==> src/rtl/cpu_mem_pkg.sv <==
// cpu_mem_pkg: width codes, MEM-stage FSM encoding and bus timeout default
package cpu_mem_pkg;
  localparam logic [1:0] WIDTH_BYTE = 2'b00;
  localparam logic [1:0] WIDTH_HALF = 2'b01;
  localparam logic [1:0] WIDTH_WORD = 2'b10;
  localparam int DEFAULT_TIMEOUT = 255;
  typedef enum logic [1:0] {S_IDLE, S_BUSY, S_DONE} state_t;
endpackage

==> src/rtl/mem_lane_formatter.sv <==
// mem_lane_formatter: byte enables, store-data replication and load lane alignment/extension
module mem_lane_formatter
  import cpu_mem_pkg::*;
(
  input  logic [1:0]  addr_lo,
  input  logic [1:0]  width,
  input  logic        sign,
  input  logic [31:0] wdata,
  input  logic [31:0] rdata,
  output logic [3:0]  be,
  output logic [31:0] wdata_rep,
  output logic [31:0] rdata_ext
);
  logic [31:0] shifted;
  logic is_byte, is_half;
  assign shifted = rdata >> {addr_lo, 3'b000};
  assign is_byte = width == WIDTH_BYTE;
  assign is_half = width == WIDTH_HALF;
  always_comb begin
    be = is_byte ? 4'b0001 << addr_lo : is_half ? (addr_lo[1] ? 4'b1100 : 4'b0011) : 4'b1111;
    wdata_rep = is_byte ? {4{wdata[7:0]}} : is_half ? {2{wdata[15:0]}} : wdata;
    rdata_ext = is_byte ? {{24{sign & shifted[7]}}, shifted[7:0]} :
                is_half ? {{16{sign & shifted[15]}}, shifted[15:0]} : rdata;
  end
endmodule

==> src/rtl/mem_access_unit.sv <==
// mem_access_unit: MEM-stage single-outstanding data/IO bus access with stall and misalignment report.
// Define MEM_TIMEOUT_EN to abort a bus access after TIMEOUT_CYCLES un-acked BUSY cycles.
module mem_access_unit
  import cpu_mem_pkg::*;
#(
  parameter int TIMEOUT_CYCLES = DEFAULT_TIMEOUT
) (
  input  logic        clock,
  input  logic        reset,
  input  logic        acc_valid,
  input  logic [31:0] addr,
  input  logic [31:0] wdata,
  input  logic        mem_read,
  input  logic        mem_write,
  input  logic        io_read,
  input  logic        io_write,
  input  logic [1:0]  data_width,
  input  logic        mem_sign,
  output logic        bus_req,
  output logic        bus_we,
  output logic        bus_io,
  output logic [31:0] bus_addr,
  output logic [3:0]  bus_be,
  output logic [31:0] bus_wdata,
  input  logic        bus_ack,
  input  logic [31:0] bus_rdata,
  output logic        stall,
  output logic [31:0] load_data,
  output logic        load_valid,
  output logic        addr_exc,
  output logic        exc_is_store,
  output logic        bus_err
);
  state_t state, next_state;
  logic req, mis, go, timeout, finish, is_write;
  logic [1:0] lat_lo, lat_width, f_lo;
  logic lat_sign;
  logic [3:0] f_be;
  logic [31:0] f_wdata, f_rdata;
  assign is_write = mem_write | io_write;
  assign req = acc_valid & (mem_read | mem_write | io_read | io_write);
  assign mis = (data_width == WIDTH_HALF && addr[0]) || (data_width[1] && addr[1:0] != 2'b00);
  assign go = state == S_IDLE && req && !mis;
  assign finish = state == S_BUSY && (bus_ack || timeout);
  assign stall = go || state == S_BUSY;
  // The formatter sees live fields while idle and the latched access once on the bus.
  assign f_lo = state == S_IDLE ? addr[1:0] : lat_lo;
  mem_lane_formatter u_fmt (
    .addr_lo(f_lo), .width(state == S_IDLE ? data_width : lat_width), .sign(lat_sign),
    .wdata(wdata), .rdata(bus_rdata), .be(f_be), .wdata_rep(f_wdata), .rdata_ext(f_rdata)
  );
`ifdef MEM_TIMEOUT_EN
  logic [7:0] cnt;
  assign timeout = state == S_BUSY && !bus_ack && cnt == 8'(TIMEOUT_CYCLES - 1);
  always_ff @(posedge clock or posedge reset)
    if (reset) begin
      cnt <= '0;
      bus_err <= 1'b0;
    end else begin
      cnt <= go ? 8'd0 : (state == S_BUSY && !bus_ack) ? cnt + 8'd1 : cnt;
      bus_err <= timeout;
    end
`else
  assign timeout = 1'b0;
  assign bus_err = 1'b0;
`endif
  always_ff @(posedge clock or posedge reset)
    if (reset) state <= S_IDLE;
    else state <= next_state;
  always_comb begin
    next_state = state;
    next_state = state == S_IDLE ? (go ? S_BUSY : S_IDLE) :
                 state == S_BUSY ? (finish ? S_DONE : S_BUSY) : S_IDLE;
  end
  always_ff @(posedge clock or posedge reset)
    if (reset) begin
      bus_req <= 1'b0;
      bus_we <= 1'b0;
      bus_io <= 1'b0;
      bus_addr <= '0;
      bus_be <= '0;
      bus_wdata <= '0;
      load_data <= '0;
      load_valid <= 1'b0;
      addr_exc <= 1'b0;
      exc_is_store <= 1'b0;
      lat_lo <= '0;
      lat_width <= '0;
      lat_sign <= 1'b0;
    end else begin
      addr_exc <= state == S_IDLE && req && mis;
      exc_is_store <= state == S_IDLE && req && mis && is_write;
      load_valid <= state == S_BUSY && bus_ack && !bus_we;
      if (go) begin
        bus_req <= 1'b1;
        bus_we <= is_write;
        bus_io <= io_read | io_write;
        bus_addr <= {addr[31:2], 2'b00};
        bus_be <= f_be;
        bus_wdata <= f_wdata;
        lat_lo <= addr[1:0];
        lat_width <= data_width;
        lat_sign <= mem_sign;
      end else if (finish) bus_req <= 1'b0;
      if (state == S_BUSY && bus_ack && !bus_we) load_data <= f_rdata;
      else if (timeout) load_data <= '0;
    end
endmodule

==> config.mk <==
export PLATFORM = sky130hd
export DESIGN_NAME = mem_access_unit
export DESIGN_NICKNAME = d
export VERILOG_FILES = /design/src/rtl/cpu_mem_pkg.sv /design/src/rtl/mem_lane_formatter.sv /design/src/rtl/mem_access_unit.sv
export SDC_FILE = /design/constraint.sdc
export NUM_CORES = 1
export LEC_CHECK = 0
export CORE_AREA = 10 10 126 128
export DETAILED_ROUTE_END_ITERATION = 6
export DIE_AREA = 0 0 136 138
export GPL_ROUTABILITY_DRIVEN = 0
export PLACE_DENSITY_LB_ADDON = 0.15
export SYNTH_ARGS = -nofsm -noshare
export SYNTH_HDL_FRONTEND = slang
export SYNTH_HIERARCHICAL = 1
export SYNTH_SLANG_ARGS = --single-unit
==> constraint.sdc <==
create_clock -name clock -period 4.8 [get_ports clock]
set_clock_uncertainty 0.05 [all_clocks]
set_input_delay 0.72 -clock clock [delete_from_list [all_inputs] [get_ports clock]]
set_output_delay 0.72 -clock clock [all_outputs]
set_load 0.005 [all_outputs]
# Word level (Yosys, flattened, before mapping)
# Cells that the tools add are included.
[word_totals]
reg_bits = 111
latch_bits = 0
ram_bits = 0
mem_bits_ro = 0
out_inout_bits = 108
n_memories = 0
[classes]
n_addsub = 0
mul = 0
n_div = 0
magnitude_cmp = 0
eq_ne = 3
shifts = 2
muxes = 15
n_bitwise = 8
reduce_logical = 16
[op_table]
columns = ["cell", "count"]
rows = [
  ["$mux W32", 4],
  ["$shr A32 B5 Y16", 1],
  ["$mux W4", 3],
  ["$mux W2", 5],
  ["$logic_and A1 B1 Y1", 8],
  ["$eq A2 B1 Y1 const B", 3],
  ["$or A1 B1 Y1", 5],
  ["$logic_not A2 Y1", 2],
  ["$reduce_bool A2 Y1", 2],
  ["$shl A1 B2 Y4 const A", 1],
  ["$and A1 B1 Y1", 3],
  ["$mux W1", 3],
  ["$logic_not A1 Y1", 2],
  ["$logic_or A1 B1 Y1", 2],
]

# Depth between registers and ports, before layout
# Gate-level depths: netlist of run 1.
[depth]
ltp_word = 8
depth_mapped = 9
mapped_depth_nobuf = 7

# By module
# Netlist of run 1, hierarchy kept.
[modules_own_cells]
columns = ["mod", "instances", "cells_each", "area_each_um2", "seq_area_each_um2"]
rows = [
  ["mem_access_unit", 1, 258, 4494.3, 2777.7],
  ["mem_lane_formatter", 1, 209, 1443.9, 0.0],
]

# Worst setup path after synthesis of run 1
# No wires, ideal clock.
[synth_timing]
path_type = "input-to-reg"
startpoint = "input data_width[0]"
endpoint = "register bus_wdata[10]"
setup_time_ps = 125
arrival_ps = 2208
required_ps = 4625
setup_slack_ps = 2417
path_stages = 6
n_path_buf = 2
cell_sequence = "mux2_2 > buf_6 > buf_4 > nor2_2 > mux2_2 > mux2_4"
[synth_via]
word_cells_on_any_way = 8
cone_classes = "eq/ne (1); mux (2); reduce/logical (5)"
[synth_rtl]
columns = ["item", "line_no", "rtl"]
rows = [
  ["from (decl)", "mem_access_unit.sv:17", "input logic [1:0] data_width,"],
  ["$mux W2", "mem_access_unit.sv:49", ".addr_lo(f_lo), .width(state == S_IDLE ? data_width : lat_width), .sign(lat_sign),"],
  ["$logic_not A2 Y1", "mem_lane_formatter.sv:17", "assign is_byte = width == WIDTH_BYTE;"],
  ["$mux W32", "mem_lane_formatter.sv:21", "wdata_rep = is_byte ? {4{wdata[7:0]}} : is_half ? {2{wdata[15:0]}} : wdata;"],
  ["via f_wdata[10]", "mem_access_unit.sv:39", "logic [31:0] f_wdata, f_rdata;"],
  ["to (signal assigned)", "mem_access_unit.sv:100", "bus_wdata <= f_wdata;"],
  ["to (decl)", "mem_access_unit.sv:24", "output logic [31:0] bus_wdata,"],
]
# The timed path passes the listed nets, and every way through them passes these cells.
# A chain may end at the register's enable or synchronous reset.

# Worst setup path in the final report of run 1
[layout_timing]
startpoint = "input mem_write"
endpoint = "output stall"
[layout_via]
elab_chain_len = 7
[layout_rtl]
columns = ["item", "line_no", "rtl"]
rows = [
  ["from (decl)", "mem_access_unit.sv:14", "input logic mem_write,"],
  ["$or A1 B1 Y1 (3 in a row)", "mem_access_unit.sv:41", "assign req = acc_valid & (mem_read | mem_write | io_read | io_write);"],
  ["$and A1 B1 Y1", "mem_access_unit.sv:41", ""],
  ["$logic_and A1 B1 Y1 (2 in a row)", "mem_access_unit.sv:43", "assign go = state == S_IDLE && req && !mis;"],
  ["$logic_or A1 B1 Y1", "mem_access_unit.sv:45", "assign stall = go || state == S_BUSY;"],
  ["to (decl)", "mem_access_unit.sv:27", "output logic stall,"],
]
# No other way between the ends.

==> impl_metrics.toml, run 1 <==
[status]
status = "complete, no violations"

[detailed_routing]
drt_wl_total_um = 16400
wl_per_cell_um = 19.6
vias_per_cell = 5.10
postRouteAntennaNets = 0
vias = 4276
drt-initial-drc-count = 184
firstDrtPassIters = 4
drc_errors = 0

[place]
portBuffers = 211
dp_hpwl_um = 12100
place_ws_ns = 1.36
placedCellCount = 823

[setup_path]
crit_path_frequent_cell = "clkdlybuf4s50_1"
crit_chain = "clkdlybuf4s50_1, o41a_1, a31oi_1, nor2_1, clkdlybuf4s50_1"
crit_path_start_kind = "input pin"
worstPathRequired_ns = 4.03
crit_path_end = "stall"
rrSetupSlack_ns = 1.90
r2r-end = "load_data[10]"
cp_slowest_cell = "o41a_1"
rr_worst_depth = 7
worstReg2RegStart = "state[1]"
crit_type = "in2out"
startpoint = "mem_write"
cp_max_fo = 3
slowest_delay_ns = 0.49
cp.arrival_ns = 2.34
endpoint_kind = "output pin"

[clocking]
root_buffer = "clkbuf_16"
clock_latency_ns = 0.35
cts_setup_buffers = 0
htreeDepth = 3
clk_path_buf_depth = 2
hold_buffers = 0
post_cts_resize_count = 0
path_clk_slew_ns = 0.07
clock-sinks = 111
numCtsBuffers = 9
cts_tree = "done"

[floorplanning]
dieArea_um2 = 18800
core_area_um2 = 13500
die_h_um = 138
start_util_pct = 44.0
die_w_um = 136
ios = 215
fp-row-count = 43

[cells_and_area]
drive_gt1_share_pct = 24.6
final_cell_mix = "clkdlybuf4s50_1, dfrtp_1, mux2_2"
nFillCells = 1113
final_common_cell = "clkdlybuf4s50_1"
diodes = 0
layout.cells.non_filler = 839
area_growth_pct = 40.4
finalNetCount = 761

[synthesis]
ys_seq_elements = 111
synthDistinctLibCells = 39
synth_area_um2 = 5940
synth_area_leaders = "dfrtp_1, mux2_2, mux2_4"
yosysWarnings = 6
syn_area_per_cell_um2 = 12.7
synth_top_area_cell = "dfrtp_1"
synthCells = 467
yosysSeqAreaShare_pct = 46.8
yosys.area.top_type_share_pct = 46.8

[timing]
setup_viol = 0
fmaxAchievable_ghz = 0.321
holdWs_ns = 0.443
hold_viol = 0
period_share_pct = 64.9
relSlewSlack_pct = 37.6
tightest_slew_ns = 0.934
rsz0062_at_grt = "false"
fin_crit_ns = 3.11
setup_ws_ns = 1.69
drv_slew = 0
finalSetupTns_ns = 0

[min_path]
holdCritPathClass = "reg2reg"

[global_route]
grt_max_degree = 77
track_usage_pct = 17.0
antenna_found_initial = 0
grt_pass1_vias = 4489
grt_first_pass_wirelength_um = 25600
overflow = 0

[run]
timing.max_cap.violations = 0

[pwr]
p_leak_uw = 0.00370
vdd_drop_max_uv = 365
power_density_nw_per_um2 = 503
[kinds of logic (layout without fill, tap and decap cells)]
kind of cell / Yosys count / count (layout) / share of synthesized area [%]
other: 1 / 3 / 0.0632
AO/OA/AOI/OAI: 60 / 60 / 6.74
AND/OR/NAND/NOR: 97 / 97 / 8.45
flip-flops: 111 / 111 / 46.8
buffers and inverters: 46 / 236 / 6.15
multiplexers: 152 / 152 / 31.8
[worst max-delay path: cells and delay by family]
| kind | cells | cell delay, ns |
|---|---|---|
| AO/OA/AOI/OAI | 2 | 0.69 |
| buffers and inverters | 2 | 0.89 |
| AND/OR/NAND/NOR | 1 | 0.05 |
[report_power, final]
| part | switching [uW] | internal (uW) | total, uW |
|---|---|---|---|
| clock network | 338 | 526 | 864 |
| registers | 201 | 1290 | 1490 |
| logic | 658 | 1180 | 1840 |
| total | 1200 | 2990 | 4190 |
[per-stage QoR]
stage | instance area (um^2) | utilization [%] | total power, uW
finish | 8340 | 61.7 | 4190
detailed placement | 7990 | 59.2 | 3370
global placement | 7990 | 59.2 | 3320
CTS | 8340 | 61.7 | 4260
floorplan | 5950 | - | 2390
global route | 8340 | 61.7 | 4440
[state kept, by name, indices dropped and copies added, names as in the netlist]
signal,count
addr_exc,1
bus_addr,30
bus_be,4
bus_io,1
bus_req,1
bus_wdata,32
bus_we,1
exc_is_store,1
lat_lo,2
lat_sign,1
lat_width,2
load_data,32
load_valid,1
state,2
[how the worst min path moves through the flow]
| stage | to | slack, ns | cells after the start | from |
|---|---|---|---|---|
| after global routing | bus_addr[16] | 0.47 | 1 | bus_addr[16] |
| after CTS | bus_req | 0.44 | 2 | bus_req |
| after floorplan | bus_req | 0.42 | 2 | bus_req |
| final | bus_req | 0.44 | 2 | bus_req |
| after global placement | bus_req | 0.42 | 2 | bus_req |
| after detailed placement | bus_req | 0.42 | 2 | bus_req |
[final cells by class]
type	instances	area [um^2]	area share (%)
Multi-Input combinational cell	312	2820	33.8
Clock inverter	5	104	1.25
Clock buffer	11	243	2.91
Inverter	6	25.0	0.300
Sequential cell	111	2780	33.3
Timing Repair Buffer	214	2150	25.8
Tap cell	180	225	2.70
[layer usage]
| layer | track usage [%] | wire length (um) |
|---|---|---|
| met1 | 20.7 | 6690 |
| met2 | 27.6 | 7940 |
| met3 | 7.46 | 1670 |
| met4 | 2.97 | 119 |
| met5 | 0 | 0 |
[Yosys cell counts (all sizes together)]
cell type,number
mux2i,21
buf,33
clkbuf,7
conb,1
nand2b,3
nand4,1
nor2b,14
inv,6
a21o,2
and2b,1
o41a,1
mux2,131
a31oi,2
a21oi,16
nor3,1
nor4,1
nand3,1
nand2,54
and2,1
o21bai,3
nor2,10
nand3b,10
a22oi,7
o21ai,25
a311oi,2
o211ai,2
dfrtp,111
(Power assumes the default switching activity.)
==> run 2: changes to the inputs <==
==> constraint.sdc (replaced) <==
create_clock -name clock -period 3.08 [get_ports clock]
set_clock_uncertainty 0.05 [all_clocks]
set_input_delay 0.462 -clock clock [delete_from_list [all_inputs] [get_ports clock]]
set_output_delay 0.462 -clock clock [all_outputs]
set_load 0.005 [all_outputs]
==> run 2 against run 1 <==
Effect of this change:
- total power rose by 54%
- clock-buffer cell count did not move
- sequential power rose by 56%
- setup slack got worse by 1.2 ns
- via count fell by 0.94%
- combinational power rose by 57%
- die area did not move
- final area rose by 0.68%
- cell count rose by 0.60%
==> impl_metrics.toml, run 2 (same netlist as run 1, synthesis figures left out) <==
[detailed_routing]
wl_per_cell_um = 19.5
vias_per_cell = 5.02
drt-initial-drc-count = 266
drc_errors = 0
postRouteAntennaNets = 0
vias = 4236
firstDrtPassIters = 4
drt_wl_total_um = 16400

[setup_path]
r2r-end = "load_data[24]"
cp.arrival_ns = 2.81
worstReg2RegStart = "state[1]"
worstPathRequired_ns = 3.26
endpoint_kind = "register"
crit_path_start_kind = "register"
cp_max_fo = 16
rr_worst_depth = 7
startpoint = "state[1]"
crit_type = "reg2reg"
rrSetupSlack_ns = 0.46

[cells_and_area]
diodes = 0
top_regs = "bus_wdata: 32 flops, load_data: 32 flops, bus_addr: 30 flops"
area_growth_pct = 41.4
final_common_cell = "clkdlybuf4s50_1"
drive_gt1_share_pct = 25.2
finalNetCount = 768
final_cell_mix = "clkdlybuf4s50_1, dfrtp_1, mux2_2"

[clocking]
path_clk_slew_ns = 0.07
cts_setup_buffers = 0
root_buffer = "clkbuf_16"
clk_path_buf_depth = 2
htreeDepth = 3
hold_buffers = 0
numCtsBuffers = 9
post_cts_resize_count = 0
cts_tree = "done"
clock-sinks = 111
clock_latency_ns = 0.35

[timing]
relSlewSlack_pct = 55.8
setup_viol = 0
hold_viol = 0
period_share_pct = 85.2
fin_crit_ns = 2.62
fmaxAchievable_ghz = 0.381
drv_slew = 0
finalSetupTns_ns = 0
rsz0062_at_grt = "false"
tightest_slew_ns = 0.663
setup_ws_ns = 0.455

[floorplanning]
start_util_pct = 44.0
dieArea_um2 = 18800
core_area_um2 = 13500
die_h_um = 138
fp-row-count = 43
die_w_um = 136
ios = 215

[global_route]
grt_pass1_vias = 4622
overflow = 0
track_usage_pct = 17.5
antenna_found_initial = 0
grt_first_pass_wirelength_um = 26200
grt_max_degree = 112

[place]
portBuffers = 211
place_ws_ns = 0.192
dp_hpwl_um = 12200

[pwr]
vdd_drop_max_uv = 472
power_density_nw_per_um2 = 769
p_leak_uw = 0.00372

[min_path]
hold_start = "bus_req"
hold_depth = 2
hold_path_end = "bus_req"
holdCritPathClass = "reg2reg"

[run]
timing.max_cap.violations = 0

[status]
status = "complete, no violations"
[run 2: worst max path at each step]
stage	depth (start not counted)	end	slack, ns
2_1_floorplan	7	bus_wdata[10]	0.75
3_3_place_gp	7	load_data[31]	0.36
3_5_place_dp	7	load_data[21]	0.19
4_1_cts	7	load_data[21]	0.41
5_1_grt	7	load_data[21]	0.29
6_report	7	load_data[24]	0.46
[run 2: report_power, final]
group	switching, uW	total [uW]	internal (uW)
registers	318	2330	2010
clock network	512	1240	728
logic	1020	2890	1870
total	1850	6460	4610
[run 2: layer usage]
metal  share of wire (%)  wire length [um]  vias up  GRT usage (%)
met5                   0                 0        -              0
met4                 1.3               210        0           4.54
met3                 8.9              1470       16           6.49
met2                  48              7960      161           27.6
met1                  41              6810     2061           21.9
li1                    -                 -     1998              -
[run 2: critical path: stages, from the launching register on]
cell and delay [ns]:
dfrtp_1 0.43, nor2_4 0.24, mux2_2 0.52, mux2i_1 0.23
mux2i_1 0.15, o211ai_4 0.47, nand2_1 0.11, mux2_2 0.29
[run 2: cell type report]
| type | count | area (um^2) |
|---|---|---|
| Fill cell | 1064 | 5110 |
| Timing Repair Buffer | 221 | 2240 |
| Sequential cell | 111 | 2780 |
| Multi-Input combinational cell | 312 | 2820 |
| Tap cell | 180 | 225 |
| Inverter | 6 | 26.3 |
| Clock buffer | 11 | 243 |
| Clock inverter | 3 | 68.8 |
[run 2: metrics by stage]
stage / cell area [um^2] / utilization (%) / total power [uW] / hold slack, ns / std cells
2_1_floorplan: 5950 / - / 3720 / 0.420 / 469
3_3_place_gp: 8080 / 59.9 / 5210 / 0.421 / 830
3_5_place_dp: 8080 / 59.9 / 5290 / 0.417 / 830
4_1_cts: 8390 / 62.2 / 6570 / 0.434 / 844
5_1_grt: 8390 / 62.2 / 6860 / 0.477 / 844
6_report: 8390 / 62.2 / 6460 / 0.430 / 844
==> run 3: changes to the inputs <==
--- a/config.mk
+++ b/config.mk
@@ -5,6 +5,7 @@
 export SDC_FILE = /design/constraint.sdc
 export NUM_CORES = 1
 export LEC_CHECK = 0
+export CAP_MARGIN = 20
 export CORE_AREA = 10 10 126 128
 export DETAILED_ROUTE_END_ITERATION = 6
 export DIE_AREA = 0 0 136 138
==> results of run 3 <==
Same layout as run 2: the final DEF is identical, and so are final timing and power.
